<file path="src/rtl/loa_pkg.sv">
// ----------------------------------------------------------------------------
// loa_pkg: shared helpers for the LOA approximate subtractor. Rev 1.0
// ----------------------------------------------------------------------------
`default_nettype none

package loa_pkg;

  localparam int LOA_MAX_W = 32;

  function automatic bit loa_border_legal(input int bitwidth, input int border);
    return (bitwidth >= 2) && (bitwidth <= LOA_MAX_W) &&
           (border >= 1) && (border <= bitwidth - 1);
  endfunction

  // Zero-extended operands give the correct two's-complement difference in
  // the low bits; callers keep the BITWIDTH+1 bits they need.
  function automatic logic [LOA_MAX_W:0] loa_sub_exact(input logic [LOA_MAX_W-1:0] a,
                                                        input logic [LOA_MAX_W-1:0] b);
    return {1'b0, a} - {1'b0, b};
  endfunction

endpackage

`default_nettype wire

</file>
<file path="src/rtl/loa_sub_core.sv">
// ----------------------------------------------------------------------------
// loa_sub_core: combinational LOA subtract, low OR part and high add part. Rev 1.0
// ----------------------------------------------------------------------------
`default_nettype none

module loa_sub_core #(
  parameter int BITWIDTH = 8,
  parameter int BORDER   = 2
) (
  input  logic [BORDER-1:0]          lo_a,
  input  logic [BORDER-1:0]          lo_b,
  output logic [BORDER-1:0]          lo_r,
  output logic                       cin,
  input  logic [BITWIDTH-BORDER-1:0] hi_a,
  input  logic [BITWIDTH-BORDER-1:0] hi_b,
  input  logic                       hi_cin,
  output logic [BITWIDTH-BORDER:0]   hi_sum
);

  localparam int HI_W = BITWIDTH - BORDER;

  // Subtraction as a + ~b; the +1 of the negation is deliberately dropped.
  assign lo_r   = lo_a | ~lo_b;
  assign cin    = lo_a[BORDER-1] & ~lo_b[BORDER-1];
  assign hi_sum = {1'b0, hi_a} + {1'b0, ~hi_b} + (HI_W + 1)'(hi_cin);

endmodule

`default_nettype wire

</file>
<file path="src/rtl/loa_sub_pipe.sv">
// ----------------------------------------------------------------------------
// loa_sub_pipe: 2-stage valid/ready LOA approximate a-b with exact shadow. Rev 1.0
// ----------------------------------------------------------------------------
`default_nettype none

module loa_sub_pipe
  import loa_pkg::*;
#(
  parameter int BITWIDTH = 8,
  parameter int BORDER   = 2,
  parameter int ERRCNT_W = 16
) (
  input  logic                clk,
  input  logic                rst_n,
  input  logic                in_valid,
  output logic                in_ready,
  input  logic [BITWIDTH-1:0] a,
  input  logic [BITWIDTH-1:0] b,
  output logic                out_valid,
  input  logic                out_ready,
  output logic [BITWIDTH:0]   diff,
  output logic [BITWIDTH:0]   diff_exact,
  input  logic                err_clr,
  output logic [ERRCNT_W-1:0] err_cnt
);

  localparam int HI_W = BITWIDTH - BORDER;

  generate
    if (!loa_border_legal(BITWIDTH, BORDER)) begin : g_bad_border
      $error("loa_sub_pipe: illegal BITWIDTH/BORDER combination");
    end
  endgenerate

  logic                r_s1_valid;
  logic [BITWIDTH-1:0] r_s1_a;
  logic [BITWIDTH-1:0] r_s1_b;
  logic [BORDER-1:0]   r_s1_lo;
  logic                r_s1_cin;
  logic [BITWIDTH:0]   r_s1_exact;
  logic                r_s2_valid;
  logic [BITWIDTH:0]   r_diff;
  logic [BITWIDTH:0]   r_diff_exact;
  logic [ERRCNT_W-1:0] r_err_cnt;

  logic [BORDER-1:0]   w_lo;
  logic                w_cin;
  logic [HI_W:0]       w_hi_sum;
  logic [LOA_MAX_W:0]  w_exact_full;
  logic                w_s1_adv;
  logic                w_s2_adv;
  logic                w_out_fire;
  logic                w_unused;

  assign w_exact_full = loa_sub_exact(LOA_MAX_W'(a), LOA_MAX_W'(b));
  assign w_unused     = ^w_exact_full ^ ^r_s1_a[BORDER-1:0] ^ ^r_s1_b[BORDER-1:0];

  loa_sub_core #(
    .BITWIDTH (BITWIDTH),
    .BORDER   (BORDER)
  ) u_core (
    .lo_a   (a[BORDER-1:0]),
    .lo_b   (b[BORDER-1:0]),
    .lo_r   (w_lo),
    .cin    (w_cin),
    .hi_a   (r_s1_a[BITWIDTH-1:BORDER]),
    .hi_b   (r_s1_b[BITWIDTH-1:BORDER]),
    .hi_cin (r_s1_cin),
    .hi_sum (w_hi_sum)
  );

  assign w_s2_adv   = ~r_s2_valid | out_ready;
  assign w_s1_adv   = ~r_s1_valid | w_s2_adv;
  assign w_out_fire = r_s2_valid & out_ready;

  always_ff @(posedge clk or negedge rst_n) begin
    if (!rst_n) begin
      r_s1_valid <= 1'b0;
      r_s1_a     <= '0;
      r_s1_b     <= '0;
      r_s1_lo    <= '0;
      r_s1_cin   <= 1'b0;
      r_s1_exact <= '0;
    end else if (w_s1_adv) begin
      r_s1_valid <= in_valid;
      if (in_valid) begin
        r_s1_a     <= a;
        r_s1_b     <= b;
        r_s1_lo    <= w_lo;
        r_s1_cin   <= w_cin;
        r_s1_exact <= w_exact_full[BITWIDTH:0];
      end
    end
  end

  always_ff @(posedge clk or negedge rst_n) begin
    if (!rst_n) begin
      r_s2_valid   <= 1'b0;
      r_diff       <= '0;
      r_diff_exact <= '0;
    end else if (w_s2_adv) begin
      r_s2_valid <= r_s1_valid;
      if (r_s1_valid) begin
        r_diff       <= {~w_hi_sum[HI_W], w_hi_sum[HI_W-1:0], r_s1_lo};
        r_diff_exact <= r_s1_exact;
      end
    end
  end

  // Clear beats a coincident increment; the count sticks at all-ones.
  always_ff @(posedge clk or negedge rst_n) begin
    if (!rst_n) begin
      r_err_cnt <= '0;
    end else if (err_clr) begin
      r_err_cnt <= '0;
    end else if (w_out_fire && (r_diff != r_diff_exact) && (r_err_cnt != '1)) begin
      r_err_cnt <= r_err_cnt + 1'b1;
    end
  end

  assign in_ready   = w_s1_adv;
  assign out_valid  = r_s2_valid;
  assign diff       = r_diff;
  assign diff_exact = r_diff_exact;
  assign err_cnt    = r_err_cnt;

endmodule

`default_nettype wire

</file>
<file path="config.mk">
export PLATFORM = sky130hd
export DESIGN_NAME = loa_sub_pipe
export DESIGN_NICKNAME = d
export VERILOG_FILES = /design/src/rtl/loa_pkg.sv /design/src/rtl/loa_sub_core.sv /design/src/rtl/loa_sub_pipe.sv
export SDC_FILE = /design/constraint.sdc
export NUM_CORES = 1
export LEC_CHECK = 0
export BUFFER_PORTS_ARGS = -buffer_cell sky130_fd_sc_hd__buf_4
export CAP_MARGIN = 20
export CELL_PAD_IN_SITES_DETAIL_PLACEMENT = 2
export CELL_PAD_IN_SITES_GLOBAL_PLACEMENT = 2
export CORE_ASPECT_RATIO = 1.4
export CORE_MARGIN = 3
export CORE_UTILIZATION = 39
export DETAILED_ROUTE_END_ITERATION = 12
export PLACE_DENSITY_LB_ADDON = 0.12
export SLEW_MARGIN = 20
export SYNTH_ARGS = -nofsm -noshare
export SYNTH_HDL_FRONTEND = slang
export SYNTH_SLANG_ARGS = --single-unit
</file>
<file path="constraint.sdc">
create_clock -name clk -period 3.4 [get_ports clk]
set_input_delay 0.68 -clock clk [delete_from_list [all_inputs] [get_ports clk]]
set_output_delay 0.68 -clock clk [all_outputs]
set_load 0.01 [all_outputs]
</file>
==> out/metrics.cfg <==
[sta]
setup-violations-final = 0
fin_setup_tns_ps = 0
finalHoldViolCount = 0
period_needed_ps = 2140
slew_headroom = 0.462
fmax_mhz = 468
tightest_slew_ps = 807
fin_skew_ps = 4.17
rsz0062_at_grt = false
period_share = 0.629
slew_violations = 0

[synth]
syn_inst = 317
syn-num-nets = 356
avgSynthCellArea_sq_um = 10.5
ys_seq_area_frac = 0.452
netlist_area_sq_mm = 0.00332
dominantRegCellSynth = dfrtp_1
synth_warnings = 0
synth_edf_count = 0
synth.distinct_cells = 55
synth_seq_cells = 60
synthArstFlopShare = 1.00

[pwr]
vdd_drop_max_uv = 338
internal_power_mw = 1.76
power_frac_comb = 0.253
power_leakage_nw = 1.91
p_clk_frac = 0.362
p_sw_mw = 0.755
power_frac_seq = 0.385
power_per_cell_area_mw_per_mm2 = 609
p_sw_frac = 0.300
power_mw = 2.52

[global_route]
grt_pass1_wl_microns = 15000
grt_antenna_before_repair = 0
overflow = 0
grt_max_degree = 61
grt_pass1_vias = 2892
grt.total_usage = 0.199

[routing]
drc = 0
postRouteAntennaNets = 0
num_vias = 2636
drtIter0Drc = 47
vias_per_cell = 5.46
drt_pass1_iterations = 4
drt-total-wl_microns = 8980
wl_per_cell_microns = 18.6

[clock_network]
clk_path_buf_depth = 2
cts_setup_buffers = 0
cts_max_level = 3
clk_pin_slew_ps = 50
cts_sinks = 60
cts_tree = built
cts.repair.resized = 0
insertion_delay_ps = 330
cts_buffers = 9
cts_hold_buf = 0
root_buffer = clkbuf_16

[worst_setup_path]
critPathLaunchType = register
critPathRequiredTime_ps = 3610
worst_setup_path_end_kind = register
arrival_ps = 2340
critPathMaxFanout = 15
path_class = reg2reg

[layout]
drive_gt1_frac = 0.276
final_cells = 483
fin_nets = 415
diodes = 0
syn_to_final_growth_pct = 24.5

[floorplan]
die_area_sq_mm = 0.00967
die-height_microns = 115
io_pins = 57
initial_utilization = 0.403
core_sq_mm = 0.00825
fp-row-count = 39
die_x_microns = 84.0

[status]
status = completed

[place]
dpl.hpwl_microns = 6620
gp_routability_congestion = 0.732
place.port_buffers = 56
placed_cells = 467

[job]
cap_viol_max_count = 0

[hold_path]
hold_path_class = in2async

## layer usage
layer	vias up	GRT usage	wire (microns)
li1	1247	-	-
met1	1337	0.221	3490
met2	45	0.377	5070
met3	7	0.0444	296
met4	0	0.0612	120
met5	-	0	0
## flip-flops by register name, summed over array words and instances (netlist names)
register and count:
r_s1_valid 1, diff 9, r_s1_lo 2, diff_exact 9, err_cnt 16, r_s1_b 6
r_s1_cin 1, r_s1_exact 9, r_s1_a 6, out_valid 1
## stage by stage
step / utilization / setup WS [ps] / cell area, sq um / hold slack (ps)
5_1_grt: 0.501 / 1060 / 4130 / 498
3_5_place_dp: 0.465 / 991 / 3830 / 473
2_1_floorplan: - / 1280 / 3320 / 384
3_3_place_gp: 0.465 / 1050 / 3830 / 463
4_1_cts: 0.501 / 1210 / 4130 / 467
6_report: 0.501 / 1260 / 4130 / 440
## path summary, 6_finish.rpt
path | from | end | slack (ps) | cells past startpoint
setup / recovery | diff_exact[6] | err_cnt[14] | 1260 | 5
hold / removal | rst_n | err_cnt[13] | 440 | 1
setup reg to reg | diff_exact[6] | err_cnt[14] | 1260 | 5
hold reg to reg | r_s1_exact[4] | r_s1_exact[4] | 470 | 2
max in group asynchronous | rst_n | r_s1_exact[1] | 2430 | 1
min in group clk | r_s1_exact[4] | r_s1_exact[4] | 470 | 2
## layout by cell type, fill, tap and decap left out, types with 3 or more instances in the layout
cell type  Yosys  layout
mux2_2        19      19
buf_4          2      59
clkbuf_16      0       9
or4_1          8       8
nor4_1         5       5
nor3_1         5       5
nand2b_1       7       7
nand3_1        6       6
a21oi_1       12      12
nor2b_1        8       8
inv_1         23      23
xnor2_1        9       9
nand2_1       30      30
o21a_1         3       3
dfrtp_1       60      60
o21ai_0       21      21
clkinv_2       0       4
nor3b_1        4       4
nor2_1        10      10
o31ai_1       10      10
xor2_1         4       4
nand4_1        3       3
ha_1          15      15
mux2_1         6       6
fa_1           3       3
## synth_stat cells, types with 7 or more instances
cell	number	area, sq um
xnor2_1	9	78.8
nor2_1	10	37.5
o21ai_0	21	105
nand2b_1	7	43.8
mux2_2	19	214
inv_1	23	86.3
dfrtp_1	60	1500
or4_1	8	60.1
ha_1	15	188
a21oi_1	12	60.1
nand2_1	30	113
o31ai_1	10	75.1
nor2b_1	8	50.1
## cell type report
type                    instances  area [sq um]
fillers                       872          4110
multi-input cells             223          1670
flip-flops and latches         60          1500
repair buffers                 59           443
clock buffers                  11           253
well taps                     102           128
inverters                      23          86.3
clock inverters                 5          50.0
## kinds of logic (layout without fill, tap and decap cells)
logic type,count (synthesis),in the layout,synth area share
XOR/XNOR,13,13,0.0343
AND/OR/NAND/NOR,105,105,0.191
buffers and inverters,34,98,0.0437
flip-flops,60,60,0.452
adder cells (fa/ha/maj),18,18,0.0746
AO/OA/AOI/OAI,61,61,0.116
multiplexers,26,26,0.0878
## power groups by stage
| stage | Sequential, mW | Combinational, mW | Clock, mW |
|---|---|---|---|
| detailed placement | 0.983 | 0.647 | 0 |
| floorplan | 0.978 | 0.339 | 0 |
| finish | 0.969 | 0.638 | 0.910 |
| global placement | 0.977 | 0.617 | 0 |
| CTS | 0.974 | 0.654 | 0.935 |
| global route | 0.990 | 0.707 | 0.973 |
## worst max-delay path, stage by stage (launching register included)
cell,delay (ps)
dfrtp_1,410
xnor2_1,190
nand3_1,180
nor4_4,710
nor4_1,180
mux2_1,340
(Power assumes the default switching activity.)
